`src/rtl/enemy_motion.sv`:
```
// enemy_motion: per-enemy chase controller for the boxhead game logic.
// Once per move frame the enemy steps one unit toward the player along the
// axis of greater distance (ties go to X). It also tracks health, a
// post-hit stun period and death, and publishes position, the signed motion
// applied at the last frame edge, facing direction and a player-touch flag.
//
// Input sampling: every input is sampled on each rising Clk edge. Hit and
// Spawn are single-cycle pulses with no handshake; a pulse that arrives in
// a state that ignores it is dropped, not queued.
module enemy_motion #(
    parameter logic [8:0] X_INIT      = 9'd40,
    parameter logic [8:0] Y_INIT      = 9'd40,
    parameter logic [8:0] STEP        = 9'd1,
    parameter logic [8:0] X_MAX       = 9'd303,
    parameter logic [8:0] Y_MAX       = 9'd223,
    parameter logic [8:0] SIZE        = 9'd16,
    parameter int         MOVE_DIV    = 2,
    parameter int         HEALTH      = 3,
    parameter int         STUN_FRAMES = 8
) (
    input  logic       Clk,
    input  logic       Reset,
    input  logic       frame_clk,
    input  logic       Spawn,
    input  logic       Hit,
    input  logic [8:0] Player_X,
    input  logic [8:0] Player_Y,
    output logic [8:0] Obj_X_Pos,
    output logic [8:0] Obj_Y_Pos,
    output logic [8:0] Obj_X_Motion,
    output logic [8:0] Obj_Y_Motion,
    output logic [1:0] Obj_Dir,
    output logic       Obj_Alive,
    output logic       Touch_Player,
    // Debug view of the controller state: 0 chase, 1 stun, 2 dead.
    output logic [1:0] dbg_state_o
);

    localparam int              MC_W    = (MOVE_DIV > 1) ? $clog2(MOVE_DIV) : 1;
    localparam logic [MC_W-1:0] MC_LAST = MC_W'(MOVE_DIV - 1);

    localparam logic [1:0] DIR_UP    = 2'd0;
    localparam logic [1:0] DIR_DOWN  = 2'd1;
    localparam logic [1:0] DIR_LEFT  = 2'd2;
    localparam logic [1:0] DIR_RIGHT = 2'd3;

    typedef enum logic [1:0] {
        ST_CHASE = 2'd0,
        ST_STUN  = 2'd1,
        ST_DEAD  = 2'd2
    } state_t;

    state_t          state_q, state_d;
    logic [8:0]      x_q, x_d, y_q, y_d;
    logic [8:0]      xm_q, xm_d, ym_q, ym_d;
    logic [1:0]      dir_q, dir_d;
    logic [2:0]      health_q, health_d;
    logic [3:0]      sc_q, sc_d;
    logic [MC_W-1:0] mc_q, mc_d, mc_next;
    logic            touch_q, touch_d;
    logic            fclk_q;

    logic            fe;
    logic            move_frame;
    logic signed [9:0] dx, dy;
    logic [9:0]      adx, ady;
    logic [9:0]      x_up, y_up;
    logic [8:0]      x_inc, x_dec, y_inc, y_dec;
    logic            overlap;

    // Frame edge and move-frame qualification.
    assign fe         = frame_clk & ~fclk_q;
    assign move_frame = fe && (mc_q == MC_LAST);
    assign mc_next    = (mc_q == MC_LAST) ? '0 : mc_q + MC_W'(1);

    // Signed player-minus-enemy distances and their magnitudes.
    assign dx  = signed'({1'b0, Player_X}) - signed'({1'b0, x_q});
    assign dy  = signed'({1'b0, Player_Y}) - signed'({1'b0, y_q});
    assign adx = dx[9] ? 10'(-dx) : 10'(dx);
    assign ady = dy[9] ? 10'(-dy) : 10'(dy);

    // Candidate positions one step each way, saturated to the playfield.
    assign x_up  = {1'b0, x_q} + {1'b0, STEP};
    assign y_up  = {1'b0, y_q} + {1'b0, STEP};
    assign x_inc = (x_up > {1'b0, X_MAX}) ? X_MAX : x_up[8:0];
    assign y_inc = (y_up > {1'b0, Y_MAX}) ? Y_MAX : y_up[8:0];
    assign x_dec = (x_q >= STEP) ? (x_q - STEP) : 9'd0;
    assign y_dec = (y_q >= STEP) ? (y_q - STEP) : 9'd0;

    // Bounding boxes overlap, judged on the position before this cycle's update.
    assign overlap = (adx < {1'b0, SIZE}) && (ady < {1'b0, SIZE});

    // Next-state logic for the chase/stun/dead controller and its outputs.
    always_comb begin
        state_d  = state_q;
        x_d      = x_q;
        y_d      = y_q;
        xm_d     = xm_q;
        ym_d     = ym_q;
        dir_d    = dir_q;
        health_d = health_q;
        sc_d     = sc_q;
        mc_d     = mc_q;

        case (state_q)
            ST_CHASE: begin
                if (fe) begin
                    mc_d = mc_next;
                end
                if (Hit) begin
                    // A hit pre-empts any move scheduled for this cycle.
                    xm_d = 9'd0;
                    ym_d = 9'd0;
                    if (health_q > 3'd1) begin
                        health_d = health_q - 3'd1;
                        sc_d     = 4'(STUN_FRAMES);
                        state_d  = ST_STUN;
                    end else begin
                        health_d = 3'd0;
                        state_d  = ST_DEAD;
                    end
                end else if (fe) begin
                    xm_d = 9'd0;
                    ym_d = 9'd0;
                    if (move_frame) begin
                        if ((adx >= ady) && (dx != 10'sd0)) begin
                            x_d   = dx[9] ? x_dec : x_inc;
                            xm_d  = (dx[9] ? x_dec : x_inc) - x_q;
                            dir_d = dx[9] ? DIR_LEFT : DIR_RIGHT;
                        end else if (dy != 10'sd0) begin
                            y_d   = dy[9] ? y_dec : y_inc;
                            ym_d  = (dy[9] ? y_dec : y_inc) - y_q;
                            dir_d = dy[9] ? DIR_UP : DIR_DOWN;
                        end
                    end
                end
            end

            ST_STUN: begin
                // Invulnerable and motionless; only the frame edges count down.
                if (fe) begin
                    mc_d = mc_next;
                    sc_d = sc_q - 4'd1;
                    if (sc_q <= 4'd1) begin
                        sc_d    = 4'd0;
                        state_d = ST_CHASE;
                    end
                end
            end

            ST_DEAD: begin
                if (Spawn) begin
                    // Spawn takes priority over a coincident frame edge.
                    state_d  = ST_CHASE;
                    x_d      = X_INIT;
                    y_d      = Y_INIT;
                    xm_d     = 9'd0;
                    ym_d     = 9'd0;
                    health_d = 3'(HEALTH);
                    mc_d     = '0;
                end else if (fe) begin
                    mc_d = mc_next;
                end
            end

            default: begin
                state_d = ST_CHASE;
            end
        endcase
    end

    // Touch is suppressed whenever the enemy ends the cycle dead.
    assign touch_d = (state_d != ST_DEAD) && overlap;

    // State and output registers with synchronous reset.
    always_ff @(posedge Clk) begin
        if (Reset) begin
            state_q  <= ST_CHASE;
            x_q      <= X_INIT;
            y_q      <= Y_INIT;
            xm_q     <= 9'd0;
            ym_q     <= 9'd0;
            dir_q    <= DIR_DOWN;
            health_q <= 3'(HEALTH);
            sc_q     <= 4'd0;
            mc_q     <= '0;
            touch_q  <= 1'b0;
            fclk_q   <= 1'b0;
        end else begin
            state_q  <= state_d;
            x_q      <= x_d;
            y_q      <= y_d;
            xm_q     <= xm_d;
            ym_q     <= ym_d;
            dir_q    <= dir_d;
            health_q <= health_d;
            sc_q     <= sc_d;
            mc_q     <= mc_d;
            touch_q  <= touch_d;
            fclk_q   <= frame_clk;
        end
    end

    assign Obj_X_Pos    = x_q;
    assign Obj_Y_Pos    = y_q;
    assign Obj_X_Motion = xm_q;
    assign Obj_Y_Motion = ym_q;
    assign Obj_Dir      = dir_q;
    assign Obj_Alive    = (state_q != ST_DEAD);
    assign Touch_Player = touch_q;
    assign dbg_state_o  = state_q;

endmodule

```
`config.mk`:
```
export PLATFORM = sky130hd
export DESIGN_NAME = enemy_motion
export DESIGN_NICKNAME = d
export VERILOG_FILES = /design/src/rtl/enemy_motion.sv
export SDC_FILE = /design/constraint.sdc
export NUM_CORES = 1
export LEC_CHECK = 0
export CORE_UTILIZATION = 50
export CTS_BUF_LIST = sky130_fd_sc_hd__clkbuf_16
export CTS_CLUSTER_SIZE = 12
export DETAILED_ROUTE_END_ITERATION = 8
export PLACE_DENSITY = 0.7
export SLEW_MARGIN = 20
export SYNTH_ARGS = -nofsm -noshare
export SYNTH_HDL_FRONTEND = slang
export SYNTH_SLANG_ARGS = --single-unit
```
`constraint.sdc`:
```
create_clock -name Clk -period 14 [get_ports Clk]
set_clock_uncertainty 0.2 [all_clocks]
set_input_delay 4.2 -clock Clk [delete_from_list [all_inputs] [get_ports Clk]]
set_output_delay 4.2 -clock Clk [all_outputs]
set_load 0.01 [all_outputs]
```
Word level (Yosys, flattened, before mapping). Index checks and enable logic that the tools add are counted.

Flip-flop bits (word level): 50. Input bits: 23. Output and inout bits: 42. Word-level logic and storage cells: 124.

Add/subtract/negate cells: 13. $lt $le $gt $ge: 9. Equal/unequal tests: 15. Muxes and demuxes: 55. Bitwise gates (word level): 3. Reductions and logical operators: 18.

Operators by type and width (count): 2-to-1 mux 9 bit (26); one-hot mux 9 bit (2 select lines) (4); inequality test 2 bit, second input constant (12); adder 9 x 1 -> 10 bit, second input constant (2); < comparator 10 x 5 -> 1 bit, second input constant (2); 2-to-1 mux 10 bit (2); negation 10 bit (2); nonzero test 10 bit (2); subtractor 9 x 9 -> 10 bit (2); >= comparator 9 x 1 -> 1 bit, second input constant (2); subtractor 9 x 1 -> 9 bit, second input constant (2); subtractor 9 bit (2); 2-to-1 mux 4 bit (4); 2-to-1 mux 2 bit (7); >= comparator 10 bit (1); > comparator 10 x 8 -> 1 bit, second input constant (1); > comparator 10 x 9 -> 1 bit, second input constant (1); 2-to-1 mux 3 bit (3); one-hot mux 4 bit (2 select lines) (1); nonzero test 2 bit (4); AND reduction 7 bit (1); one-hot mux 2 bit (3 select lines) (1); one-hot mux 3 bit (2 select lines) (1); AND reduction 3 bit (2); 18 further kinds (26).

Logic depth before layout (Yosys ltp).
Depth in word-level cells: 11. Mapped depth: 23. Depth with buffers taken out: 21.

Worst setup path after synthesis. Ideal clock, no wire load.

Path kind: input-to-reg. Start point: in Player_Y[0]. End point: reg y_q[8] (netlist: Obj_Y_Pos[8]). Library setup time: 117 ps. Arrival: 8268 ps. Data required time: 13683 ps. Setup slack: 5415 ps. Stages: 21. Buffers on the path: 1. Path through: inv_1 ha_1 inv_1 fa_1 a211oi_1 nor2_1 xor2_1 nand2b_1 o21ai_0 xor2_1 ha_1 a21o_1 a21oi_1 o21ai_0 nand2_1 a21oi_1 nor4_4 a31oi_1 o41a_1 buf_2 a22o_1.

Cells in the longest elaborated chain, start to end: 8. Elaborated cells between the ends (all ways): 16. Classes of those cells: add/sub: 2; order compare: 1; eq/ne: 2; mux: 8; reduce/logical: 3.

Ends and longest elaborated chain: start, declared (RTL line 27) `input logic [8:0] Player_Y,`; subtractor 9 x 9 -> 10 bit * (RTL line 78) `assign dy = signed'({1'b0, Player_Y}) - signed'({1'b0, y_q});`; parallel branches: the longest is 7 deep, another holds negation 10 bit; end signal, assigned (RTL line 192) `y_q <= y_d;`; end, declared (RTL line 54) `logic [8:0] x_q, x_d, y_q, y_d;`.

Every way passes the cells marked *. The select of a mux whose other input is x is not followed. A chain may end at the register's enable or synchronous reset.

Worst setup path after layout.
Start point: in Player_Y[0]. End point: reg y_q[5] (netlist: Obj_Y_Pos[5]).

Same word-level chain as after synthesis.

==> results.md <==
- Die area: ~11000 sq um
- Clock Power Share: 29.3%
- Post-synth EDFFs: 0
- Ys async rst share: 0%
- Max-slew violations: 0
- Cells after Synth: between 600 and 700
- Post-Syn Area per Cell: 7.80 sq um
- Worst R2R Start: Obj_Y_Pos[2]
- Met1 Use GR: between 30% and 40%
- Logic pwr share: 37.1%
- Arrival time at the worst endpoint: 9.34 ns
- Mapped cell area: 5100 sq um
- DP Worst Slack: approximately 4.4 ns
- Clock Pin Slew Worst Setup and Hold Paths: about 0.080 ns
- RSZ-0062 raised after global routing: no
- Reg-to-reg endpoint: Obj_Y_Pos[5]
- Hold Fails Final Rpt: 0
- I/O pins: 65
- Die Width: 103 um
- ANT cells: 0
- Max incr delay on CP: 0.69 ns
- NetSw: 0.161 mW
- Placer Congestion: 0.948
- Port Buffers: 64
- Largest net degree at the start of global routing: 20
- CP bufs+invs: 3
- Status: finished, final reports clean
- Later-pin clock latency in the skew report: 0.30 ns
- Slew @ Worst Pin: 0.847 ns
- P_leak: 2.38 nW
- CTS hold repair buffers: 0
- Hold WC Path Type: register to register
- CTS resizes: 0
- CP delay by family, top: simple AND/OR/NAND/NOR gates
- Setup tns final: 0 ns
- Routed vias: 4992
- TritonCTS clock tree: built
- Total CTS buffers: 5
- DP HPWL: 10200 um
- Synth Net Count: approximately 740
- Yosys reg bits: 50
- Crit-path max FO: 19
- CP endpoint kind: register
- Die height: 103 um
- Setup Viol. Count Final: 0
- Layout cells sized above 1: 4.94%
- Worst setup margin: 4.60 ns
- Tcrit/Tclk final: 67.1%
- GR Util met2: 44.4%
- Setup bufs post-CTS: 0
- Seq pwr share: 33.6%
- Post-synthesis sequential area ratio: 19.6%
- Slowest-stage cell, CP: nor2_2
- Setup crit start kind: input port
- Core Box Area: between 9000 and 10000 sq um
- Nets@finish: around 800
- Area Overhead vs Synth: 17.7%
- Initial Util: 51.9%
- Pwr per Cell Area: 73.8 nW/um^2
- Fmax: 106 MHz
- Max-cap viol count: 0
- Yosys warning total: 0
- GRT overflow: 0
- Final WL: 13200 um
- P_int: 0.282 mW
- Number of global-route vias before repair: 4644
- ANT nets after route: 0
- Critical path type: input port to register
- VDD IR max: 0.0550 mV
- R2R Setup Slk: 8.21 ns
- Vias per cell: 5.94
- All-Layer GR Usage: 25.8%
- Minimum clock period: 9.40 ns
- Worst path cell trace: clkdlybuf4s50_1 -> inv_1 -> ha_1 -> inv_1 -> fa_1 -> a211oi_1 -> nor2_1 -> xor2_1 -> nand2b_1 -> o21ai_0 -> xor2_1 -> ha_1 -> a21o_1 -> a21oi_1 -> o21ai_0 -> nand2_1 -> a21oi_1 -> nor4_4 -> a31oi_1 -> nor2_2 -> a32oi_1
- CP required: 13.94 ns
- Drt drc: 0
- Worst hold endpoint: Obj_X_Motion[3]
- FP Rows: 36
- Met3 Track Usage GR: 3.53%
- Yosys cell types: 75
- Starting DRC count in detailed routing: 218
- Clk sink count: 50
- Top Usage Layer GRT: met2
- Hold Crit Start: Obj_X_Motion[3]
- Global-route wire length before repair: ~22000 um
- Root Buffer: clkbuf_16
- Hold Path Cell Cnt: 2
- Initial antenna violation count: 0
- Slew headroom: 43.5%
- Switching share of total power: 36.4%
- Wire length per cell: 15.7 um
- DRT Pass-1 Iters: 5
- Main synth FF type: dfxtp_1
- CTS max path bufs: 2
- R2r worst-path depth: 18
- H-tree depth: 2
cells in the mapped netlist, drive strengths merged, types with 5 or more instances:
cell	instances	area share [%]
nand4	5	0.61
o21a	7	1.0
nand2	58	4.3
nor2b	11	1.3
a22o	7	1.2
or3	11	1.4
nand3	18	1.8
dfxtp	50	20
a211oi	5	0.83
a21o	24	3.5
nand2b	14	1.7
xor2	16	2.7
inv	45	3.3
nor2	52	3.9
a221oi	7	1.3
clkbuf	18	1.3
nor4	6	1.3
and3	6	0.74
a32o	14	2.7
nor3	20	2.1
o31ai	6	0.98
a21oi	46	4.5
ha	56	14
o21ai	42	4.3
xnor2	30	5.3
o22ai	5	0.61
o211ai	5	0.74
worst reg2reg max path: stages, from the launching register on:
cell and delay, ns:
dfxtp_1 0.52, inv_1 0.18, ha_1 0.39, o21a_1 0.21, a21boi_1 0.16, a2bb2oi_2 0.21, a221oi_1 0.72, o21ai_0 0.26
xor2_1 0.22, ha_1 0.32, a21o_1 0.18, a21oi_1 0.14, o21ai_0 0.14, nand2_1 0.12, a21oi_1 0.07, nor4_4 0.48
a31oi_1 0.24, nor2_2 0.69, a32oi_1 0.20
how the worst max path moves through the flow:
stage / startpoint / to / slack, ns / cells after the start
2_1_floorplan: Player_Y[0] / Obj_Y_Pos[8] / 5.41 / 21
3_3_place_gp: Player_Y[0] / Obj_Y_Pos[5] / 4.50 / 21
3_5_place_dp: Player_Y[0] / Obj_Y_Pos[5] / 4.39 / 21
4_1_cts: Player_Y[2] / Obj_Y_Pos[5] / 4.65 / 18
5_1_grt: Player_Y[2] / Obj_Y_Pos[5] / 4.17 / 18
6_report: Player_Y[0] / Obj_Y_Pos[5] / 4.60 / 21
final cells by class:
type / instances / area [sq um]
clock buffers: 5 / 125
clock inverters: 3 / 28.8
repair buffers: 67 / 663
multi-input cells: 538 / 3850
fillers: 927 / 3820
well taps: 133 / 166
flip-flops and latches: 50 / 1000
inverters: 45 / 169
through the flow:
stage	utilization, %	instance area, sq um	hold WS [ns]	power (mW)	cells
final	61.1	6000	0.247	0.443	841
after global routing	61.1	6000	0.271	0.472	841
after detailed placement	59.5	5850	0.237	0.314	833
after CTS	61.1	6000	0.248	0.446	841
after global placement	59.5	5850	0.237	0.310	833
after floorplan	-	5100	0.265	0.277	654
power by group through the flow:
| stage | sequential [mW] | clock (mW) | combinational (mW) |
|---|---|---|---|
| 6_report | 0.149 | 0.130 | 0.164 |
| 5_1_grt | 0.150 | 0.140 | 0.182 |
| 4_1_cts | 0.149 | 0.134 | 0.163 |
| 3_5_place_dp | 0.152 | 0 | 0.162 |
| 3_3_place_gp | 0.152 | 0 | 0.158 |
| 2_1_floorplan | 0.151 | 0 | 0.126 |
flip-flops by register name, summed over array words and instances (netlist names):
name and cells:
Obj_Dir 2, Obj_X_Motion 9, Obj_X_Pos 9, Obj_Y_Motion 9, Obj_Y_Pos 9, Touch_Player 1, dbg_state_o 2, fclk_q 1
health_q 3, mc_q 1, sc_q 4
cell usage in the layout (no fill, tap or decap), drive strengths merged, types with 3 or more instances in the layout:
| master | instances |
|---|---|
| fa | 4 |
| a21oi | 46 |
| nor3b | 4 |
| inv | 46 |
| nor4b | 3 |
| xor2 | 16 |
| nand3 | 18 |
| or3 | 11 |
| dfxtp | 50 |
| a31oi | 4 |
| nand2b | 14 |
| and3 | 6 |
| nor3 | 20 |
| nor2 | 52 |
| a32o | 14 |
| a221oi | 7 |
| clkbuf | 5 |
| buf | 3 |
| xnor2 | 30 |
| a211oi | 5 |
| o211ai | 5 |
| nand2 | 58 |
| nor4 | 6 |
| nand4 | 5 |
| o31ai | 6 |
| a32oi | 3 |
| ha | 56 |
| nor2b | 11 |
| clkdlybuf4s50 | 64 |
| o21a | 7 |
| a22o | 7 |
| or2 | 4 |
| a21o | 24 |
| o21ai | 42 |
| o22ai | 5 |
| a2bb2oi | 4 |
| and2 | 4 |
logic make-up after synthesis:
family / share of synthesized area, %
flip-flops: 19.6
AO/OA/AOI/OAI: 28.8
buffers and inverters: 4.93
AND/OR/NAND/NOR: 22.4
XOR/XNOR: 8.05
adder cells (fa/ha/maj): 15.3
multiplexers: 0.834
metal layers:
metal / up-vias / wire length (um)
li1: 2508 / -
met1: 2318 / 5990
met2: 146 / 6250
met3: 20 / 721
met4: 0 / 224
met5: - / 0
Power figures use the tool's default switching activity.
